===== src/rtl/elevator_request_panel.sv =====
// Hall and car request latching for a 4-floor elevator: synchronises raw button
// presses, holds requests until the car services them, and flags long-unserviced requests.
module elevator_request_panel #(
  parameter logic [15:0] TIMEOUT = 16'd1000
) (
  input  logic       clk,
  input  logic       reset_n,
  input  logic [2:0] press_up,
  input  logic [2:0] press_down,
  input  logic [3:0] press_in,
  input  logic       clear_all,
  input  logic [2:0] position,
  input  logic       open,
  input  logic [1:0] direction,
  output logic [2:0] button_up,
  output logic [2:0] button_down,
  output logic [3:0] button_in,
  output logic [3:0] pending_count,
  output logic       stuck
);

  localparam int unsigned N_REQ = 10;
  localparam int unsigned CNT_W = 16;

  // Request vector layout: [2:0] hall up, [5:3] hall down (floors 1..3), [9:6] car
  logic [N_REQ-1:0] press_raw;
  logic [N_REQ-1:0] sync1_q, sync2_q, sync3_q;
  logic [N_REQ-1:0] press_ev;
  logic [N_REQ-1:0] req_q, req_d;
  logic [N_REQ-1:0] clr_mask;
  logic [3:0]       at_floor;
  logic             service;
  logic             any_cleared;
  logic             wait_rst;
  logic [CNT_W-1:0] wait_q, wait_d;
  logic [CNT_W:0]   wait_diff;
  logic             stuck_d;

  assign press_raw = {press_in, press_down, press_up};
  assign press_ev  = sync2_q & ~sync3_q;

  // Which request bits the car is servicing this cycle
  always_comb begin
    service  = open && (position <= 3'd3);
    at_floor = '0;
    if (service) at_floor = 4'b0001 << position[1:0];
    clr_mask = {at_floor,
                at_floor[3:1] & {3{direction != 2'b01}},
                at_floor[2:0] & {3{direction != 2'b10}}};
  end

  // Clear beats set; clear_all beats everything
  always_comb begin
    req_d       = (req_q | press_ev) & ~clr_mask;
    any_cleared = |(req_q & clr_mask);
    if (clear_all) req_d = '0;
  end

  assign pending_count = 4'($countones(req_q));

  // Service watchdog: counts cycles with pending requests and no service
  always_comb begin
    wait_rst  = (pending_count == 4'd0) || clear_all || any_cleared;
    wait_d    = wait_q;
    if (wait_rst)                 wait_d = '0;
    else if (wait_q != 16'hFFFF)  wait_d = wait_q + 16'd1;
    wait_diff = {1'b0, wait_d} - {1'b0, TIMEOUT};
    stuck_d   = !wait_rst && !wait_diff[CNT_W];
  end

  always_ff @(posedge clk or negedge reset_n) begin
    if (!reset_n) begin
      sync1_q <= '0;
      sync2_q <= '0;
      sync3_q <= '0;
      req_q   <= '0;
      wait_q  <= '0;
      stuck   <= 1'b0;
    end else begin
      sync1_q <= press_raw;
      sync2_q <= sync1_q;
      sync3_q <= sync2_q;
      req_q   <= req_d;
      wait_q  <= wait_d;
      stuck   <= stuck_d;
    end
  end

  assign button_up   = req_q[2:0];
  assign button_down = req_q[5:3];
  assign button_in   = req_q[9:6];

endmodule


===== config.mk =====
export PLATFORM = sky130hd
export DESIGN_NAME = elevator_request_panel
export DESIGN_NICKNAME = d
export VERILOG_FILES = /design/src/rtl/elevator_request_panel.sv
export SDC_FILE = /design/constraint.sdc
export NUM_CORES = 1
export LEC_CHECK = 0
export CAP_MARGIN = 0
export CORE_MARGIN = 2
export CORE_UTILIZATION = 23
export DETAILED_ROUTE_END_ITERATION = 7
export DONT_BUFFER_PORTS = 1
export PLACE_DENSITY = 0.45
export SYNTH_ARGS = -nofsm -noshare
export SYNTH_HDL_FRONTEND = slang
export SYNTH_SLANG_ARGS = --single-unit

===== constraint.sdc =====
create_clock -name clk -period 4.3 [get_ports clk]
set_clock_uncertainty 0.15 [all_clocks]
set_input_delay 0.645 -clock clk [delete_from_list [all_inputs] [get_ports clk]]
set_output_delay 0.645 -clock clk [all_outputs]
set_load 0.03 [all_outputs]

==> results.md <==
* Number of max-cap violations at 0
* CTS max path bufs at 2
* Congestion Overflow GR at 0
* Skew-Pair Late Insertion Delay at 320 ps
* Synth area leaders: dfrtp_1 55%, fa_1 4.6%, a21oi_1 3.5%
* WL per Instance at 14.0 microns
* Placer Congestion at 0.775
* Area Overhead vs Synth at 18.9%
* Worst EP required at 3500 ps
* Gate power share at 0.149
* Synthesized cell area at 2600 sq um
* I/O pin total at 34
* Detailed Place HPWL at 3.76 mm
* Startpoint types: flip-flop
* Cells after Synth at 233
* Fin crit period at 4130 ps
* Met1 usage at 0.119
* Reg-to-Reg Start: req_q[9]
* Status: complete, no violations
* 1st-iter DRT viols at 121
* CTS tree: yes
* Clock slew at reported path FFs at 50 ps
* Global route hottest layer: met2
* FMAX at 0.242 GHz
* Nets at 274
* Area of the multi-input gates at 1060 sq um
* Max Fanout on Critical Path at 4
* Leakage at 1.34 nW
* PortBufs at 0
* Sequential Power Share at 0.416
* Worst Setup End Kind: output port
* Post-synth EDFFs at 0
* CORE AREA at 10900 sq um
* Cts bufs inserted at 9
* Post-synth cell types at 45
* Vias at 1750
* First-pass GRT wire length at 8.84 mm
* Ys Warns at 0
* H-tree Lvls at 3
* GR Layer Usage met3 at 0.0406
* Mapped Avg Cell Area at 11.2 sq um
* Initial Util at 0.238
* Share of cells above drive strength 1 at 0.131
* Clk network pwr share at 0.435
* Worst EP arrival at 3330 ps
* Most common cell after layout, fill and taps aside: dfrtp_1
* Final hold vios at 0
* Setup violators final at 0
* Synth Register Bits at 57
* NetSw at 425 uW
* Die area at 12200 sq um
* Area leader, netlist: dfrtp_1
* Antenna violations before repair at 0
* RSZ-0062 raised after global routing: false
* Vias in the first global route at 1770
* Final Hold Slack at 24.6 ps
* Core Rows at 38
* Flop2flop setup slack at 300 ps
* Most frequent cells in the layout: 56 x dfrtp_1, 21 x inv_1, 18 x a21oi_1, 17 x nor2_1, 12 x nand2_1
* Drt pass-1 iters at 4
* Total Wirelength at 5.46 mm
* Diodes inserted at 0
* M2 GR Usage at 0.148
* Final setup TNS at 0 ps
* Max VDD drop at 0.000281 V
* Seq/Total Area, Yosys at 0.549
* Postcts setup bufs at 0
* Slew of the pin with the lowest slew margin at 771 ps
* Worst rel slew slack at 0.485
* Pin count of the biggest net entering global routing at 58
* Vias per cell at 4.48
* GRT Overall Usage at 0.0983
* DIE WIDTH at 110 microns
* Sequential Area at 1430 sq um
* Yosys top cell area share at 0.549
* Async SR Flop Fraction at 1.00
* Clock Tree Root: clkbuf_16
* R2R Path End: wait_q[10]
* Crit Path Category: flip-flop to output port
* Period Utilization, post-route at 0.960
* Fillers at 1137
* Post-Syn Nets at 261
* R2r worst-path depth at 13
* Clk sinks at 57
* Die Height at 110 microns
* Total power per unit cell area at 470 nW/um^2
* Tightest Hold Check Type: primary input to asynchronous set/reset pin
* DRT antenna net count at 0
* DRC at 0
* Slew Limit Fails at 0
* Synth Flop Type: dfrtp_1
* Internal power at 1.03 mW
* Sw frac at 0.293
critical path, stage by stage, from the launching register on:
cell     delay [ps]
dfrtp_2         490
fa_1            470
fa_1            490
inv_1            50
fa_1            440
inv_1            70
ha_1            160
inv_1            60
fa_1            370
xor2_1          220
buf_4           200
registers in the layout (all words and copies together), names as in the netlist:
signal and cells:
sync3_q 10, sync2_q 10, wait_q 16, stuck 1
req_q 10, sync1_q 10
cell families (layout without fill, tap and decap cells):
group	after synthesis	after routing	share of synthesized area
flops	57	57	0.549
compound gates	44	44	0.112
buf+inv	28	46	0.0476
simple gates	82	82	0.187
xor+xnor	11	11	0.0371
mux	2	2	0.00770
fa+ha+maj	9	9	0.0606
cells in the mapped netlist, types with 5 or more instances:
| library cell | n |
|---|---|
| fa_1 | 6 |
| nand2_1 | 12 |
| xor2_1 | 7 |
| o31ai_1 | 5 |
| a21oi_1 | 18 |
| a211oi_1 | 5 |
| nor3_1 | 10 |
| dfrtp_1 | 57 |
| nand3_1 | 7 |
| nand2b_1 | 6 |
| nor2_1 | 17 |
| inv_1 | 21 |
| and3_1 | 8 |
how the worst max path moves through the flow:
| stage | from | endpoint | slack, ps | depth (start not counted) |
|---|---|---|---|---|
| floorplan | req_q[1] | wait_q[13] | 130 | 14 |
| global placement | req_q[9] | wait_q[10] | 160 | 13 |
| detailed placement | req_q[9] | wait_q[10] | 10 | 13 |
| CTS | req_q[9] | pending_count[2] | 30 | 10 |
| global route | req_q[9] | pending_count[2] | 30 | 10 |
| finish | req_q[9] | pending_count[2] | 170 | 10 |
cell type report:
type,instances,share of cell area
sequential,57,0.462
multi-input combinational,148,0.342
clock buffer,10,0.0741
tap,140,0.0567
timing repair buffer,9,0.0283
inverter,21,0.0255
clock inverter,6,0.0113
timing repair:
action | in CTS | in global routing
hold buffers | 1 | 0
cloned | 0 | 0
gates resized for setup | 1 | 1
setup endpoints to repair | 1 | 5
hold endpoints to repair | 57 | 0
routing by layer:
layer | part of all wire | vias to the layer above
li1 | - | 839
met1 | 0.46 | 851
met3 | 0.070 | 12
met5 | 0 | -
met4 | 0.023 | 0
met2 | 0.45 | 48
power groups by stage:
stage,registers [mW],logic [mW],clock network (mW)
final,0.605,0.216,0.632
after global routing,0.610,0.244,0.673
after CTS,0.605,0.220,0.649
after detailed placement,0.614,0.201,0
after global placement,0.615,0.199,0
after floorplan,0.615,0.147,0
through the flow:
stage                      util  total power [mW]  instance area [sq um]  setup slack [ps]  cells
after floorplan               -             0.762                   2600               133    233
after global placement    0.255             0.813                   2790               161    374
after detailed placement  0.255             0.815                   2790              11.6    374
after CTS                 0.283              1.47                   3090              27.8    391
after global routing      0.283              1.53                   3090              30.7    391
final                     0.283              1.45                   3090               171    391
No activity file was read; power rests on OpenSTA's default activity.
